===== src/rtl/input_port_unit.sv =====
// Input port front end for a mesh router: flit FIFO, XY route decode,
// reserve/relieve handshake toward the switch controller, crossbar feed.
module input_port_unit #(
    parameter int DATA_WIDTH    = 8,
    parameter int REQUEST_WIDTH = 3,
    parameter int COORD_WIDTH   = 2,
    parameter int FIFO_DEPTH    = 4,
    parameter int NODE_X        = 0,
    parameter int NODE_Y        = 0
) (
    input  logic                     clk,
    input  logic                     rst,
    input  logic [DATA_WIDTH-1:0]    data_in,
    input  logic                     valid_in,
    output logic                     ready_in,
    output logic [DATA_WIDTH-1:0]    data_out,
    output logic                     valid_out,
    input  logic                     ready_out,
    output logic                     routeReserveRequestValid,
    output logic [REQUEST_WIDTH-1:0] routeReserveRequest,
    output logic                     routeRelieve,
    input  logic                     routeReserveStatus,
    input  logic                     PortReserved,
    output logic [7:0]               drop_count
);

    localparam int PTR_W = (FIFO_DEPTH > 1) ? $clog2(FIFO_DEPTH) : 1;
    localparam int CNT_W = $clog2(FIFO_DEPTH + 1);

    localparam logic [CNT_W-1:0] CNT_FULL = CNT_W'(FIFO_DEPTH);
    localparam logic [COORD_WIDTH-1:0] NX = COORD_WIDTH'(NODE_X);
    localparam logic [COORD_WIDTH-1:0] NY = COORD_WIDTH'(NODE_Y);

    localparam logic [REQUEST_WIDTH-1:0] P_LOCAL = REQUEST_WIDTH'(0);
    localparam logic [REQUEST_WIDTH-1:0] P_NORTH = REQUEST_WIDTH'(1);
    localparam logic [REQUEST_WIDTH-1:0] P_EAST  = REQUEST_WIDTH'(2);
    localparam logic [REQUEST_WIDTH-1:0] P_SOUTH = REQUEST_WIDTH'(3);
    localparam logic [REQUEST_WIDTH-1:0] P_WEST  = REQUEST_WIDTH'(4);

    localparam logic [1:0] T_BODY   = 2'b00;
    localparam logic [1:0] T_HEAD   = 2'b01;
    localparam logic [1:0] T_TAIL   = 2'b10;
    localparam logic [1:0] T_SINGLE = 2'b11;

    typedef enum logic [1:0] {
        IDLE,
        REQ,
        FWD,
        RELIEVE
    } state_t;

    state_t state, state_n;

    logic [DATA_WIDTH-1:0] mem [FIFO_DEPTH];
    logic [PTR_W-1:0]      wr_ptr;
    logic [PTR_W-1:0]      rd_ptr;
    logic [CNT_W-1:0]      count;

    logic                     full;
    logic                     empty;
    logic                     push;
    logic                     pop;
    logic                     fwd_pop;
    logic                     drop;
    logic [DATA_WIDTH-1:0]    head;
    logic [1:0]               head_type;
    logic                     is_head;
    logic                     is_tail;
    logic [COORD_WIDTH-1:0]   dx;
    logic [COORD_WIDTH-1:0]   dy;
    logic [REQUEST_WIDTH-1:0] route;
    logic [REQUEST_WIDTH-1:0] req_q;
    logic [7:0]               drops_q;

    assign full      = (count == CNT_FULL);
    assign empty     = (count == '0);
    assign ready_in  = !full;
    assign push      = valid_in && !full;

    assign head      = mem[rd_ptr];
    assign head_type = head[DATA_WIDTH-1:DATA_WIDTH-2];
    assign is_head   = (head_type == T_HEAD) || (head_type == T_SINGLE);
    assign is_tail   = (head_type == T_TAIL) || (head_type == T_SINGLE);
    assign dx        = head[COORD_WIDTH-1:0];
    assign dy        = head[2*COORD_WIDTH-1:COORD_WIDTH];

    assign valid_out = (state == FWD) && !empty && PortReserved;
    assign data_out  = valid_out ? head : '0;
    assign fwd_pop   = valid_out && ready_out;

    // Body/tail at the head while idle has no owning packet: discard it.
    assign drop = (state == IDLE) && !empty &&
                  ((head_type == T_BODY) || (head_type == T_TAIL));
    assign pop  = fwd_pop || drop;

    assign routeReserveRequestValid = (state != IDLE);
    assign routeReserveRequest      = req_q;
    assign routeRelieve             = (state == RELIEVE);
    assign drop_count               = drops_q;

    // X is resolved before Y; coordinates compare unsigned.
    always_comb begin
        route = P_LOCAL;
        if (dx > NX) begin
            route = P_EAST;
        end else if (dx < NX) begin
            route = P_WEST;
        end else if (dy > NY) begin
            route = P_NORTH;
        end else if (dy < NY) begin
            route = P_SOUTH;
        end
    end

    always_ff @(posedge clk) begin
        if (push) begin
            mem[wr_ptr] <= data_in;
        end
    end

    always_ff @(posedge clk) begin
        if (!rst) begin
            wr_ptr <= '0;
            rd_ptr <= '0;
            count  <= '0;
        end else begin
            if (push) begin
                wr_ptr <= wr_ptr + PTR_W'(1);
            end
            if (pop) begin
                rd_ptr <= rd_ptr + PTR_W'(1);
            end
            if (push && !pop) begin
                count <= count + CNT_W'(1);
            end else if (pop && !push) begin
                count <= count - CNT_W'(1);
            end
        end
    end

    always_comb begin
        state_n = state;
        case (state)
            IDLE: begin
                if (!empty && is_head) begin
                    state_n = REQ;
                end
            end
            REQ: begin
                if (routeReserveStatus) begin
                    state_n = FWD;
                end
            end
            FWD: begin
                if (fwd_pop && is_tail) begin
                    state_n = RELIEVE;
                end
            end
            RELIEVE: begin
                state_n = IDLE;
            end
            default: begin
                state_n = IDLE;
            end
        endcase
    end

    always_ff @(posedge clk) begin
        if (!rst) begin
            state   <= IDLE;
            req_q   <= '0;
            drops_q <= '0;
        end else begin
            state <= state_n;
            if ((state == IDLE) && (state_n == REQ)) begin
                req_q <= route;
            end
            if (drop && (drops_q != 8'hFF)) begin
                drops_q <= drops_q + 8'd1;
            end
        end
    end

endmodule


===== config.mk =====
export PLATFORM = sky130hd
export DESIGN_NAME = input_port_unit
export DESIGN_NICKNAME = d
export VERILOG_FILES = /design/src/rtl/input_port_unit.sv
export SDC_FILE = /design/constraint.sdc
export NUM_CORES = 1
export LEC_CHECK = 0
export CAP_MARGIN = 20
export CORE_MARGIN = 2
export CORE_UTILIZATION = 35
export DETAILED_ROUTE_END_ITERATION = 8
export PLACE_DENSITY = 0.64
export SYNTH_ARGS = -nofsm -noshare
export SYNTH_HDL_FRONTEND = slang
export SYNTH_SLANG_ARGS = --single-unit

===== constraint.sdc =====
create_clock -name clk -period 4.4 [get_ports clk]
set_input_delay 0.88 -clock clk [delete_from_list [all_inputs] [get_ports clk]]
set_output_delay 0.88 -clock clk [all_outputs]
set_load 0.01 [all_outputs]

==> results.py, run 1 <==
metrics = {
    "run_status": {
        "status": "finished, final reports clean",
    },
    "clocking": {
        "cts_hold_buf": 0,
        "clock-sinks": 53,
        "post_cts_resized": 0,
        "cts_inserted_buffers": 5,
        "cts_tree": "built",
        "clockBufferDepth": 2,
        "postCtsSetupRepairBufs": 0,
        "clkTransAtPathRegs_ns": 0.09,
        "clockRootBuffer": "clkbuf_8",
        "h-tree-depth": 2,
        "clock_latency_ns": 0.31,
    },
    "worst_setup_path": {
        "cp_slowest_cell": "clkdlybuf4s50_1",
        "critical-path-top-delay-family": "buffers and inverters",
        "startpoint": "PortReserved",
        "path_cells": "clkdlybuf4s50_1, nor3b_1, buf_4, and2_1, clkdlybuf4s50_1",
        "slowest_delay_ns": 0.54,
        "cp_num_buf_inv": 3,
        "cp-end-kind": "primary output",
        "crit_top_cell": "clkdlybuf4s50_1",
        "cp-start-kind": "primary input",
        "path_max_fanout": 13,
        "setup.worst_path.class": "in2out",
        "arrival_ns": 2.45,
        "crit_required_ns": 3.52,
    },
    "cells_and_area": {
        "utilization": 0.443,
        "drive_above_1_share": 0.0806,
        "layout-area-overhead-vs-synth_pct": 21.9,
        "final_nets": 231,
        "n_antenna_cell": 0,
        "fillers": 585,
    },
    "synthesis": {
        "synth_area_leaders": "edfxtp_1 (42%), dfxtp_1 (18%), mux4_2 (4.9%)",
        "synth_top_area_cell": "edfxtp_1",
        "netlist_instances": 176,
        "avgSynthCellArea_sq_um": 13.1,
        "synthDominantCellAreaShare": 0.417,
        "ys_ff_latch": 53,
        "synthFlopType": "edfxtp_1",
        "synth_edf_count": 32,
        "synthesis.nets": 197,
        "yosysMostFrequentCell": "edfxtp_1",
        "ys_types": 38,
        "ys_top_cells_by_count": "edfxtp_1 (32), dfxtp_1 (21), and2_1 (15)",
        "synthArstFlopShare": 0,
        "synth_area_sq_um": 2310,
        "yosys_warnings": 0,
        "yosysSeqAreaShare": 0.599,
    },
    "worst_hold_path": {
        "hp-class": "reg2reg",
        "hold_start": "routeReserveRequest[0]",
    },
    "pwr": {
        "p_leak_nw": 0.946,
        "ir_worst_vdd_uv": 222,
        "p_per_area_nw_per_um2": 498,
    },
    "route": {
        "vias": 1448,
        "wl_mm": 4.25,
        "first_pass_iters": 4,
        "drt_drc_violations_left": 0,
        "drt_iter0_markers": 36,
        "post_drt_wl_per_cell_microns": 14.7,
        "ant_nets": 0,
        "avgViaCountPerCell": 5.03,
    },
    "grt": {
        "grt_pass1_vias": 1456,
        "grt_first_pass_wirelength_mm": 6.98,
        "grt_max_degree": 20,
        "antenna_found_initial": 0,
        "grt.overflow.total": 0,
        "grt_use_total": 0.126,
    },
    "placed_design": {
        "place_hpwl_mm": 2.97,
        "globalplace.congestion": 0.736,
        "portBuffers": 35,
    },
    "timing": {
        "setup_violations": 0,
        "timing.final.max_slew_violations": 0,
        "relSlewSlack": 0.606,
        "period_share": 0.757,
        "hold_violations": 0,
        "fin_crit_ns": 3.33,
        "clock.fmax_mhz": 300,
        "tightest_slew_ns": 0.589,
        "skew_ns": 0.00993,
        "tns_ns": 0,
        "rsz0062_at_grt": "no",
    },
    "floorplanning": {
        "fp-row-count": 29,
        "io_pins": 37,
        "initial_core_util": 0.363,
        "die_y_microns": 85.2,
        "die_area_sq_um": 7250,
        "die_w_microns": 85.2,
        "fp.coreArea_sq_um": 6350,
    },
    "flow_run": {
        "drv_cap": 0,
    },
}
## flip-flops by register name (all words and copies together), names as in the netlist, named ones only
signal and cells:
count 3, drop_count 8, mem 32, rd_ptr 2, routeReserveRequest 2, state 2, wr_ptr 2
## stage by stage
| step | setup slack, ns | instances | instance area, sq um | hold slack (ns) | power, mW |
|---|---|---|---|---|---|
| finish | 1.07 | 288 | 2810 | 0.477 | 1.40 |
| global route | 0.954 | 288 | 2810 | 0.535 | 1.50 |
| CTS | 1.06 | 288 | 2810 | 0.481 | 1.43 |
| detailed placement | 1.06 | 280 | 2710 | 0.467 | 1.13 |
| global placement | 1.08 | 280 | 2710 | 0.468 | 1.12 |
| floorplan | 1.79 | 176 | 2310 | 0.471 | 0.999 |
## worst paths after layout
path / end / slack [ns] / cells after the start
worst max-delay path: data_out[7] / 1.07 / 5
worst min-delay path: routeReserveRequest[0] / 0.48 / 2
worst max register to register: count[2] / 1.53 / 9
worst min register to register: routeReserveRequest[0] / 0.48 / 2
## cell type report
| class | count | area, sq um | area share |
|---|---|---|---|
| flip-flops and latches | 53 | 1380 | 0.491 |
| multi-input cells | 108 | 856 | 0.304 |
| repair buffers | 36 | 358 | 0.127 |
| well taps | 77 | 96.3 | 0.0343 |
| clock buffers | 5 | 68.8 | 0.0245 |
| clock inverters | 3 | 28.8 | 0.0102 |
| inverters | 6 | 22.5 | 0.00801 |
## power by group
part,internal [mW],switching [mW]
combinational,0.221,0.203
sequential,0.610,0.0757
clock,0.119,0.171
## placed cells by master (no fill, tap or decap), types with 3 or more instances in the layout
master	n
mux4_2	5
clkdlybuf4s50_1	35
a21oi_1	10
o31ai_1	3
inv_1	6
o41ai_1	3
nor3b_1	4
mux4_1	3
clkbuf_8	5
nand3_1	4
nor2_1	9
or4_1	4
and2_1	15
mux2i_1	4
dfxtp_1	21
ha_1	6
edfxtp_1	32
nand2_1	8
o21ai_0	5
## worst reg2reg max path: stages, from the launching register on
cell	delay (ns)
dfxtp_1	0.65
mux4_2	0.63
nor3_1	0.38
a21oi_1	0.17
ha_1	0.24
inv_1	0.07
fa_1	0.18
xor2_1	0.07
or3_1	0.30
a21oi_1	0.13
## kinds of logic (layout without fill, tap and decap cells)
kind of cell,count (synthesis),after routing,synth area share
AO/OA/AOI/OAI,28,28,0.0760
XOR/XNOR,3,3,0.0114
adder cells (fa/ha/maj),7,7,0.0412
buffers and inverters,15,50,0.0298
flip-flops,53,53,0.599
multiplexers,12,12,0.100
other,1,1,0.00163
AND/OR/NAND/NOR,57,57,0.141
## metal layers
metal	part of all wire	global-route usage
met3	0.039	0.0389
met1	0.46	0.154
met2	0.49	0.209
met5	0	0
met4	0.016	0.0476
Note: power is estimated with default switching activity, not from simulation.
==> run 2, diff against run 1 <==
--- a/config.mk
+++ b/config.mk
@@ -9,7 +9,7 @@
 export CORE_MARGIN = 2
 export CORE_UTILIZATION = 35
 export DETAILED_ROUTE_END_ITERATION = 8
-export PLACE_DENSITY = 0.64
+export PLACE_DENSITY = 0.66
 export SYNTH_ARGS = -nofsm -noshare
 export SYNTH_HDL_FRONTEND = slang
 export SYNTH_SLANG_ARGS = --single-unit
==> constraint.sdc (replaced) <==
create_clock -name clk -period 3.03 [get_ports clk]
set_input_delay 0.606 -clock clk [delete_from_list [all_inputs] [get_ports clk]]
set_output_delay 0.606 -clock clk [all_outputs]
set_load 0.01 [all_outputs]
==> results.py, run 2 (same netlist as run 1, synthesis figures left out) <==
metrics = {
    "route": {
        "avgViaCountPerCell": 5.16,
        "post_drt_wl_per_cell_microns": 14.8,
        "first_pass_iters": 4,
        "vias": 1512,
        "drt_iter0_markers": 35,
        "drt_drc_violations_left": 0,
        "ant_nets": 0,
        "wl_mm": 4.34,
    },
    "worst_setup_path": {
        "r2r-end": "count[2]",
        "critPathCapture": "data_out[3]",
        "cp-end-kind": "primary output",
        "setup.worst_path.class": "reg2out",
        "crit_required_ns": 2.42,
        "rr_startpoint": "count[1]",
        "reg2reg_depth": 10,
        "path_max_fanout": 6,
        "r2r_slack_ns": 0.41,
        "arrival_ns": 2.24,
        "cp-start-kind": "flip-flop",
    },
    "floorplanning": {
        "initial_core_util": 0.363,
        "fp.coreArea_sq_um": 6350,
        "die_w_microns": 85.2,
        "die_y_microns": 85.2,
        "die_area_sq_um": 7250,
        "fp-row-count": 29,
        "io_pins": 37,
    },
    "grt": {
        "grt.overflow.total": 0,
        "grt_max_degree": 20,
        "grt_pass1_vias": 1476,
        "grt_use_total": 0.127,
        "antenna_found_initial": 0,
        "grt_first_pass_wirelength_mm": 7.21,
    },
    "pwr": {
        "power_mw": 2.09,
        "p_per_area_nw_per_um2": 735,
        "p_leak_nw": 0.971,
        "ir_worst_vdd_uv": 372,
    },
    "timing": {
        "hold_violations": 0,
        "clock.fmax_mhz": 351,
        "relSlewSlack": 0.636,
        "holdWs_ns": 0.473,
        "fin_crit_ns": 2.85,
        "setup_ws_ns": 0.184,
        "rsz0062_at_grt": "no",
        "period_share": 0.939,
        "tightest_slew_ns": 0.545,
        "tns_ns": 0,
        "setup_violations": 0,
        "skew_ns": 0.00470,
        "timing.final.max_slew_violations": 0,
    },
    "clocking": {
        "cts_hold_buf": 0,
        "clockBufferDepth": 2,
        "clock-sinks": 53,
        "cts_tree": "built",
        "postCtsSetupRepairBufs": 0,
        "post_cts_resized": 0,
        "cts_inserted_buffers": 5,
        "h-tree-depth": 2,
        "clock_latency_ns": 0.31,
        "clkTransAtPathRegs_ns": 0.10,
        "clockRootBuffer": "clkbuf_8",
    },
    "placed_design": {
        "place_hpwl_mm": 3.06,
        "portBuffers": 35,
        "postPlaceCellArea_sq_um": 2750,
        "globalplace.congestion": 0.718,
        "dp_slack_ns": 0.140,
    },
    "flow_run": {
        "drv_cap": 0,
    },
    "cells_and_area": {
        "top_register": "mem",
        "layout-area-overhead-vs-synth_pct": 23.5,
        "final_nets": 236,
        "n_antenna_cell": 0,
        "layout_commonest_cell": "clkdlybuf4s50_1",
        "fillers": 573,
        "final_cell_area_sq_um": 2850,
        "final_cell_mix": "clkdlybuf4s50_1 (35), edfxtp_1 (32), dfxtp_1 (21), and2_1 (15), a21oi_1 (10)",
        "drive_above_1_share": 0.102,
        "largest_register_ffs": 32,
    },
    "run_status": {
        "status": "finished, final reports clean",
    },
    "worst_hold_path": {
        "holdPathStages": 2,
        "hp-class": "reg2reg",
    },
}
[run 2: critical path, stage by stage (launching register included)]
cell	delay, ns
dfxtp_1	0.56
buf_4	0.22
mux4_2	0.51
and2_1	0.17
clkdlybuf4s50_1	0.48
[run 2: worst min path at each step]
| stage | startpoint | endpoint | slack (ns) |
|---|---|---|---|
| floorplan | state[0] | state[1] | 0.47 |
| global placement | routeReserveRequest[0] | routeReserveRequest[0] | 0.46 |
| detailed placement | routeReserveRequest[0] | routeReserveRequest[0] | 0.47 |
| CTS | routeReserveRequest[0] | routeReserveRequest[0] | 0.48 |
| global route | routeReserveRequest[0] | routeReserveRequest[0] | 0.50 |
| finish | routeReserveRequest[0] | routeReserveRequest[0] | 0.47 |
[run 2: final cells by class]
| class | count | area, sq um | share of cell area |
|---|---|---|---|
| flip-flops and latches | 53 | 1380 | 0.485 |
| clock inverters | 3 | 28.8 | 0.0101 |
| repair buffers | 41 | 395 | 0.139 |
| inverters | 6 | 22.5 | 0.00791 |
| multi-input cells | 108 | 856 | 0.300 |
| well taps | 77 | 96.3 | 0.0338 |
| clock buffers | 5 | 68.8 | 0.0242 |
[run 2: power by group]
group / switching [mW] / leakage [nW] / total, mW / internal, mW
clock: 0.251 / 0.0506 / 0.424 / 0.173
combinational: 0.331 / 0.455 / 0.689 / 0.358
sequential: 0.0947 / 0.465 / 0.980 / 0.886
[run 2: metal layers]
layer | track usage | part of all wire | up-vias
met5 | 0 | 0 | -
met4 | 0.0433 | 0.011 | 0
met3 | 0.0360 | 0.044 | 4
met2 | 0.201 | 0.48 | 34
met1 | 0.170 | 0.47 | 741
li1 | - | - | 733
[run 2: metrics by stage]
step,std cells,utilization
3_5_place_dp,285,0.433
2_1_floorplan,176,-
6_report,293,0.449
5_1_grt,293,0.449
4_1_cts,293,0.449
3_3_place_gp,285,0.433
